### src/rtl/serial_mag_comp_pkg.sv
// Shared types and constants for the serial magnitude comparator.
package serial_mag_comp_pkg;

  typedef enum logic [1:0] {
    StIdle,
    StRun,
    StDone
  } state_e;

  localparam int unsigned DefaultWidth = 8;

  // Result encoding, packed as {lt, gt, eq}
  localparam logic [2:0] ResNone = 3'b000;
  localparam logic [2:0] ResLt   = 3'b100;
  localparam logic [2:0] ResGt   = 3'b010;
  localparam logic [2:0] ResEq   = 3'b001;

endpackage

### src/rtl/serial_mag_comp_if.sv
// Operand handshake and result bus of the serial magnitude comparator.
interface serial_mag_comp_if #(
  parameter int unsigned WIDTH = serial_mag_comp_pkg::DefaultWidth
);
  logic             start_valid;
  logic             start_ready;
  logic [WIDTH-1:0] a_in;
  logic [WIDTH-1:0] b_in;
  logic             busy;
  logic             done;
  logic             lt;
  logic             gt;
  logic             eq;

  // Operand source side
  modport master (
    output start_valid, a_in, b_in,
    input  start_ready, busy, done, lt, gt, eq
  );

  // Comparator side
  modport slave (
    input  start_valid, a_in, b_in,
    output start_ready, busy, done, lt, gt, eq
  );
endinterface

### src/rtl/serial_mag_comp_comp1.sv
// 1-bit comparator stage: x = a<b, y = a>b, z = a==b, all gated by en.
module serial_mag_comp_comp1 (
  input  logic a,
  input  logic b,
  input  logic en,
  output logic x,
  output logic y,
  output logic z
);

  // Pure combinational bit compare
  always_comb begin
    x = en & ~a & b;
    y = en & a & ~b;
    z = en & ~(a ^ b);
  end

endmodule

### src/rtl/serial_mag_comp.sv
// Serial MSB-first magnitude comparator; stops at the first differing bit.
module serial_mag_comp
  import serial_mag_comp_pkg::*;
#(
  parameter int unsigned WIDTH = DefaultWidth
) (
  input logic              clk,
  input logic              rst_n,
  serial_mag_comp_if.slave bus
);

  localparam int unsigned CntW = $clog2(WIDTH);

  state_e           state_q, state_d;
  logic [WIDTH-1:0] sh_a_q, sh_a_d;
  logic [WIDTH-1:0] sh_b_q, sh_b_d;
  logic [CntW-1:0]  cnt_q, cnt_d;
  logic [2:0]       res_q, res_d;  // {lt, gt, eq}
  logic             bit_lt, bit_gt, bit_eq;

  serial_mag_comp_comp1 u_comp1 (
    .a  (sh_a_q[WIDTH-1]),
    .b  (sh_b_q[WIDTH-1]),
    .en (1'b1),
    .x  (bit_lt),
    .y  (bit_gt),
    .z  (bit_eq)
  );

  // Next-state: operand capture, MSB compare, shift and count down
  always_comb begin
    state_d = state_q;
    sh_a_d  = sh_a_q;
    sh_b_d  = sh_b_q;
    cnt_d   = cnt_q;
    res_d   = res_q;
    case (state_q)
      StIdle: begin
        if (bus.start_valid) begin
          sh_a_d  = bus.a_in;
          sh_b_d  = bus.b_in;
          cnt_d   = CntW'(WIDTH - 1);
          state_d = StRun;
        end
      end
      StRun: begin
        if (bit_gt) begin
          res_d   = ResGt;
          state_d = StDone;
        end else if (bit_lt) begin
          res_d   = ResLt;
          state_d = StDone;
        end else if (bit_eq) begin
          if (cnt_q == '0) begin
            res_d   = ResEq;
            state_d = StDone;
          end else begin
            sh_a_d = {sh_a_q[WIDTH-2:0], 1'b0};
            sh_b_d = {sh_b_q[WIDTH-2:0], 1'b0};
            cnt_d  = cnt_q - CntW'(1);
          end
        end
      end
      StDone: state_d = StIdle;
      default: state_d = StIdle;
    endcase
  end

  // State registers; reset aborts any operation in flight
  always_ff @(posedge clk or negedge rst_n) begin
    if (!rst_n) begin
      state_q <= StIdle;
      sh_a_q  <= '0;
      sh_b_q  <= '0;
      cnt_q   <= '0;
      res_q   <= ResNone;
    end else begin
      state_q <= state_d;
      sh_a_q  <= sh_a_d;
      sh_b_q  <= sh_b_d;
      cnt_q   <= cnt_d;
      res_q   <= res_d;
    end
  end

  // Status and result outputs decoded from registered state
  always_comb begin
    bus.start_ready = (state_q == StIdle);
    bus.busy        = (state_q != StIdle);
    bus.done        = (state_q == StDone);
    bus.lt          = res_q[2];
    bus.gt          = res_q[1];
    bus.eq          = res_q[0];
  end

endmodule

### src/flat_wrapper.sv
// flat-port wrapper written by rule: the top's interface ports become plain ports
module serial_mag_comp_flat import serial_mag_comp_pkg::*;
#(
  parameter int unsigned WIDTH = DefaultWidth
)
  (clk, rst_n, bus_start_valid, bus_a_in, bus_b_in, bus_start_ready, bus_busy, bus_done, bus_lt, bus_gt, bus_eq);
  serial_mag_comp_if #(.WIDTH(WIDTH)) bus_i ();
  input logic clk;
  input logic rst_n;
  input wire logic [$bits(bus_i.start_valid)-1:0] bus_start_valid;
  input wire logic [$bits(bus_i.a_in)-1:0] bus_a_in;
  input wire logic [$bits(bus_i.b_in)-1:0] bus_b_in;
  output wire logic [$bits(bus_i.start_ready)-1:0] bus_start_ready;
  output wire logic [$bits(bus_i.busy)-1:0] bus_busy;
  output wire logic [$bits(bus_i.done)-1:0] bus_done;
  output wire logic [$bits(bus_i.lt)-1:0] bus_lt;
  output wire logic [$bits(bus_i.gt)-1:0] bus_gt;
  output wire logic [$bits(bus_i.eq)-1:0] bus_eq;
  assign bus_i.start_valid = bus_start_valid;
  assign bus_i.a_in = bus_a_in;
  assign bus_i.b_in = bus_b_in;
  assign bus_start_ready = bus_i.start_ready;
  assign bus_busy = bus_i.busy;
  assign bus_done = bus_i.done;
  assign bus_lt = bus_i.lt;
  assign bus_gt = bus_i.gt;
  assign bus_eq = bus_i.eq;
  serial_mag_comp #(.WIDTH(WIDTH)) u_core (.clk(clk), .rst_n(rst_n), .bus(bus_i));
endmodule
### config.mk
export PLATFORM = sky130hd
export DESIGN_NAME = serial_mag_comp_flat
export DESIGN_NICKNAME = d
export VERILOG_FILES = /design/src/rtl/serial_mag_comp_pkg.sv /design/src/rtl/serial_mag_comp_if.sv /design/src/rtl/serial_mag_comp_comp1.sv /design/src/rtl/serial_mag_comp.sv /design/src/flat_wrapper.sv
export SDC_FILE = /design/constraint.sdc
export NUM_CORES = 1
export LEC_CHECK = 0
export CAP_MARGIN = 20
export CELL_PAD_IN_SITES_DETAIL_PLACEMENT = 1
export CELL_PAD_IN_SITES_GLOBAL_PLACEMENT = 1
export CORE_UTILIZATION = 37
export CTS_CLUSTER_SIZE = 40
export DETAILED_ROUTE_END_ITERATION = 6
export PLACE_DENSITY = 0.78
export SYNTH_ARGS = -nofsm -noshare
export SYNTH_HDL_FRONTEND = slang
export SYNTH_SLANG_ARGS = --single-unit
export TNS_END_PERCENT = 30
### constraint.sdc
create_clock -name clk -period 1.8 [get_ports clk]
set_input_delay 0.36 -clock clk [delete_from_list [all_inputs] [get_ports clk]]
set_output_delay 0.36 -clock clk [all_outputs]
set_load 0.01 [all_outputs]
== After elaboration in Yosys (flattened, before gate mapping) ==
Cells that the tools add are included.

* Bits in registers: 24
* Output and inout bits: 6

* $add $sub $neg: 1
* Equality and inequality tests: 10
* Multiplexer cells: 28
* Bitwise operators: 5
* Reductions and logical operators: 8

{| class="wikitable"
|+ Operator list
! cell !! number
|-
| $mux W8 || 10
|-
| $pmux W8 S2 || 2
|-
| $mux W3 || 9
|-
| $mux W2 || 5
|-
| $ne A2 B2 Y1 const B || 5
|-
| $pmux W3 S2 || 1
|-
| $reduce_and A3 Y1 || 2
|-
| $reduce_and A6 Y1 || 1
|-
| $ne A4 B1 Y1 const B || 1
|-
| $ne A4 B2 Y1 const B || 1
|-
| $pmux W2 S2 || 1
|-
| $reduce_bool A2 Y1 || 2
|-
| $logic_not A3 Y1 || 1
|-
| $ne A3 B1 Y1 const B || 1
|-
| $reduce_bool A3 Y1 || 1
|-
| $sub A3 B1 Y3 const B || 1
|-
| $and A1 B1 Y1 || 2
|-
| $eq A2 B1 Y1 const B || 1
|-
| $eq A2 B2 Y1 const B || 1
|-
| $logic_not A2 Y1 || 1
|-
| $not A1 Y1 || 2
|-
| $xor A1 B1 Y1 || 1
|}

== Depth between registers and ports, before layout ==
* Depth in word-level cells: 6
* Depth in mapped cells: 7
* Mapped depth without buffers: 5

== By module ==
From an unflattened synthesis, not the netlist that was laid out.

* Cells, all modules: 101
* Area, all modules: 1270.0 um2

{| class="wikitable"
|+ By module, submodules not included
! module !! times used !! cells an instance !! area each (um2) !! seq. area each (um2)
|-
| serial_mag_comp || 1 || 95 || 1239.9 || 600.6
|-
| serial_mag_comp_comp1 || 1 || 6 || 30.0 || 0.0
|}

== Least setup slack after synthesis ==
OpenSTA, ideal clock, no wires.

* Kind: register to register
* Start: register u_core.sh_a_q[7]
* End: register u_core.sh_a_q[1]
* Setup time: 0.125 ns
* Data arrival time: 1.766 ns
* Setup slack: -0.092 ns
* Stages on the path, launching flop included: 8
* Path buffers: 2
* Period minus slack after synthesis: 1.892 ns
* Path through: dfrtp_1 inv_1 ha_1 or2_1 buf_6 o31ai_4 buf_8 mux2_4

* Word-level cells in the longest chain between the ends: 4

{| class="wikitable"
|+ Ends and longest elaborated chain
! what !! line !! source
|-
| start: declaration || serial_mag_comp.sv:15 || <nowiki>logic [WIDTH-1:0] sh_a_q, sh_a_d;</nowiki>
|-
| start signal: assignment || serial_mag_comp.sv:73 || <nowiki>sh_a_q <= '0;</nowiki>
|-
| start signal: assignment || serial_mag_comp.sv:79 || <nowiki>sh_a_q <= sh_a_d;</nowiki>
|-
| $not A1 Y1 || serial_mag_comp_comp1.sv:13 || <nowiki>x = en & ~a & b;</nowiki>
|-
| $and A1 B1 Y1 || serial_mag_comp_comp1.sv:13 ||
|-
| $ne A2 B2 Y1 (no source line) || n/a ||
|-
| $reduce_and A6 Y1 (no source line) * || n/a ||
|}

Every way passes the cells marked *; elsewhere a longest branch is shown, timed or not.
A chain may end at the register's enable or synchronous reset.

== Worst setup path after layout ==
* Start: register u_core.sh_b_q[7]
* End: register u_core.sh_a_q[3]

* Word-level cells in the longest chain between the ends: 4

{| class="wikitable"
|+ Ends and longest elaborated chain
! what !! line !! source
|-
| start: declaration || serial_mag_comp.sv:16 || <nowiki>logic [WIDTH-1:0] sh_b_q, sh_b_d;</nowiki>
|-
| start signal: assignment || serial_mag_comp.sv:74 || <nowiki>sh_b_q <= '0;</nowiki>
|-
| start signal: assignment || serial_mag_comp.sv:80 || <nowiki>sh_b_q <= sh_b_d;</nowiki>
|-
| $not A1 Y1 || serial_mag_comp_comp1.sv:14 || <nowiki>y = en & a & ~b;</nowiki>
|-
| $and A1 B1 Y1 || serial_mag_comp_comp1.sv:14 ||
|-
| $ne A2 B2 Y1 (no source line) || n/a ||
|-
| $reduce_and A6 Y1 (no source line) * || n/a ||
|}

Marks and branches as above.

==> run_results.csv <==
group,metric,value,unit
run_status,status,"finished, final reports clean",
synthesis,synth_mux_area_share,29.0,%
synthesis,yosysMostFrequentCell,"dfrtp_1",
sta,clock_skew,0.00697,ns
sta,setup_viol,0,
worst_setup_path,path_class,"flop to flop",
worst_setup_path,start_kind,"flop",
global_route,grt_pass1_wl,5.00,mm
global_route,grt_pass1_vias,1059,
clock_network,cts_buffer_depth,2,
floorplan,rows,21,
power_and_ir_drop,vdd_drop_max,0.698,mV
worst_setup_path,crit_path_max_fanout,5,
placed_design,post-dp-hpwl,2.32,mm
detailed_routing,wire_per_inst,16.7,µm
detailed_routing,firstDrtPassIters,4,
sta,slew_headroom,77.4,%
worst_setup_path,crit_required,2.05,ns
detailed_routing,antenna_left,0,
floorplan,dieHeight,61.3,µm
synthesis,synth_fa_ha_area_share,4.81,%
detailed_routing,first_iter_violations,20,
clock_network,ctsHoldBuffers,0,
detailed_routing,via_per_inst,4.77,
flow_run,max-cap-violations,0,
layout,post-route-util,55.3,%
clock_network,htreeDepth,1,
synthesis,ys_top_cells_by_area,"dfrtp_1, mux2_2, mux2_4, ha_1, mux2i_1",
power_and_ir_drop,p_comb_share,58.6,%
sta,rsz0062_at_grt,"yes",
power_and_ir_drop,leakage,0.000852,µW
layout,nNetsFinal,175,
global_route,grtUsageTotal,19.0,%
sta,slew_viol_final,0,
layout,syn_to_final_growth,43.0,%
clock_network,cts_made_buffers,3,
hold_path,hp-class,"input pin to async pin",
synthesis,ys_types,27,
layout,layout-drive-gt1-share,48.0,%
placed_design,dpl_cell_area,1700,µm²
synthesis,synth_top_family_by_area,"multiplexers",
sta,tightest_slew,0.339,ns
synthesis,synth_xor_area_share,0,%
synthesis,synth_top_area_share,46.2,%
global_route,grt_max_degree,25,
synthesis,synthArstFlopShare,100,%
sta,achievable-frequency,557,MHz
synthesis,syn_inst,102,
placed_design,numPortBuffers,24,
worst_setup_path,arrival,2.04,ns
global_route,grt.overflow.total,0,
worst_setup_path,crit_path_end_kind,"flop",
floorplan,initial_core_util,38.7,%
synthesis,yosys.area.top_type,"dfrtp_1",
detailed_routing,drc_errors,0,
detailed_routing,num_vias,935,
clock_network,cts_tree,"built",
worst_setup_path,max_stage_delay,0.47,ns
layout,stdcell_count,196,
synthesis,synth-main-ff-cell,"dfrtp_1",
sta,hold_viol_final,0,
global_route,antenna_found_initial,0,
placed_design,gp_congestion,0.760,
power_and_ir_drop,p_int,2220,µW
synthesis,synth_fp_nets,126,
synthesis,synth_seq_cells,24,
clock_network,root_buffer,"clkbuf_4",
synthesis,synth_commonest_cells,"dfrtp_1, mux2_2, inv_1, mux2_4, nand2_1",
floorplan,design.core.area,3360,µm²
synthesis,yosys_warnings,0,
clock_network,cts.sinks,24,
layout,finalInstanceArea,1860,µm²
clock_network,clk-insertion-delay-late,0.34,ns
worst_setup_path,crit_chain,"ha_4 > nand3b_1 > o31ai_4 > buf_6 > mux2_4",
clock_network,cts.clk_slew.worst_paths,0.14,ns
placed_design,placed_cells,187,
detailed_routing,wirelength,3.26,mm
sta,post-route-period-util,99.8,%
synthesis,synth_compound_gate_area_share,5.00,%
power_and_ir_drop,clock_power_share,12.4,%
floorplan,die_w,61.3,µm
worst_setup_path,cpMaxStageDelayCell,"dfrtp_2",
synthesis,netlist_area,1300,µm²
layout,antenna_cells,0,
power_and_ir_drop,switching_power,1110,µW
power_and_ir_drop,p_per_area,1790,nW/µm²
synthesis,synth_edf_count,0,
power_and_ir_drop,power_frac_seq,29.0,%
power_and_ir_drop,sw_frac_of_total,33.4,%
sta,period_minus_slack,1.80,ns
floorplan,die-area,3750,µm²
floorplan,ioPinCount,25,
synthesis,synth-simple-area-share,10.0,%
power_and_ir_drop,finalPower,3330,µW
synthesis,seq_area_frac_synth,46.2,%
synthesis,postSynthAreaPerCell,12.7,µm²
-- worst max-delay path, delay by kind of cell (launching register included) --
kind | cells | cell delay, ns
buf+inv | 1 | 0.18
mux | 1 | 0.31
flops | 1 | 0.47
fa+ha+maj | 1 | 0.28
compound gates | 1 | 0.33
simple gates | 1 | 0.13
-- cell usage in the layout (no fill, tap or decap), types with 4 or more instances in the layout --
cell type,count
mux2_2,14
buf_6,6
inv_1,4
mux2_4,13
mux2i_1,4
buf_4,18
dfrtp_1,23
nand2_1,6
clkdlybuf4s50_1,21
-- timing repair --
action	in CTS	in global routing
setup buffers	3	1
endpoints found under the hold margin	0	0
gates resized for setup	15	17
pin swaps	1	2
setup endpoints to repair	20	19
gates cloned	1	0
-- sequential cells by signal, indices dropped and copies added (netlist names) --
register	flops
u_core.cnt_q	3
u_core.res_q	3
u_core.sh_a_q	8
u_core.sh_b_q	8
u_core.state_q	2
-- stage by stage --
| step | setup slack, ns | hold WS [ns] | setup TNS [ns] |
|---|---|---|---|
| 2_1_floorplan | -0.0661 | 0.0644 | -0.397 |
| 3_3_place_gp | -0.284 | 0.487 | -4.09 |
| 3_5_place_dp | -0.372 | 0.495 | -4.91 |
| 4_1_cts | -0.0363 | 0.383 | -0.230 |
| 5_1_grt | -0.0638 | 0.393 | -0.742 |
| 6_report | 0.00428 | 0.364 | 0 |
-- layer usage --
| layer | global-route usage [%] | wire (µm) |
|---|---|---|
| met2 | 34.6 | 1710 |
| met5 | 0 | 0 |
| met3 | 2.10 | 122 |
| met4 | 8.12 | 53 |
| met1 | 22.4 | 1380 |
-- path summary, 6_finish.rpt --
check                                                   from                            to  slack, ns  cells past startpoint
worst max-delay path            u_core.sh_b_q[7]$_DFFE_PN0P_  u_core.sh_a_q[3]$_DFFE_PN0P_      0.004                      5
worst min-delay path                                   rst_n  u_core.sh_b_q[1]$_DFFE_PN0P_       0.36                      2
worst max register to register  u_core.sh_b_q[7]$_DFFE_PN0P_  u_core.sh_a_q[3]$_DFFE_PN0P_      0.004                      5
worst min register to register   u_core.res_q[2]$_DFFE_PN0P_   u_core.res_q[2]$_DFFE_PN0P_       0.53                      1
max in group asynchronous                              rst_n  u_core.sh_b_q[7]$_DFFE_PN0P_       1.17                      2
min in group clk                 u_core.res_q[2]$_DFFE_PN0P_   u_core.res_q[2]$_DFFE_PN0P_       0.53                      1
-- logic make-up (layout without fill, tap and decap cells) --
| family | after synthesis | in the layout |
|---|---|---|
| multiplexers | 32 | 32 |
| AO/OA/AOI/OAI | 8 | 8 |
| flip-flops | 24 | 24 |
| buffers and inverters | 10 | 58 |
| adder cells (fa/ha/maj) | 5 | 5 |
| AND/OR/NAND/NOR | 23 | 23 |
-- layout make-up --
class,count,area (µm²)
Clock buffer,3,22.5
Clock inverter,1,30.0
Fill cell,374,1500
Inverter,6,22.5
Multi-Input combinational cell,68,693
Sequential cell,24,602
Tap cell,46,57.6
Timing Repair Buffer,48,432
-- power groups by stage --
stage	Sequential, µW	Combinational, µW	Clock, µW
after floorplan	928	1090	0
after global placement	935	1580	0
after detailed placement	962	1660	0
after CTS	952	1800	415
after global routing	1000	2100	432
final	967	1950	412
(Power assumes the default switching activity.)
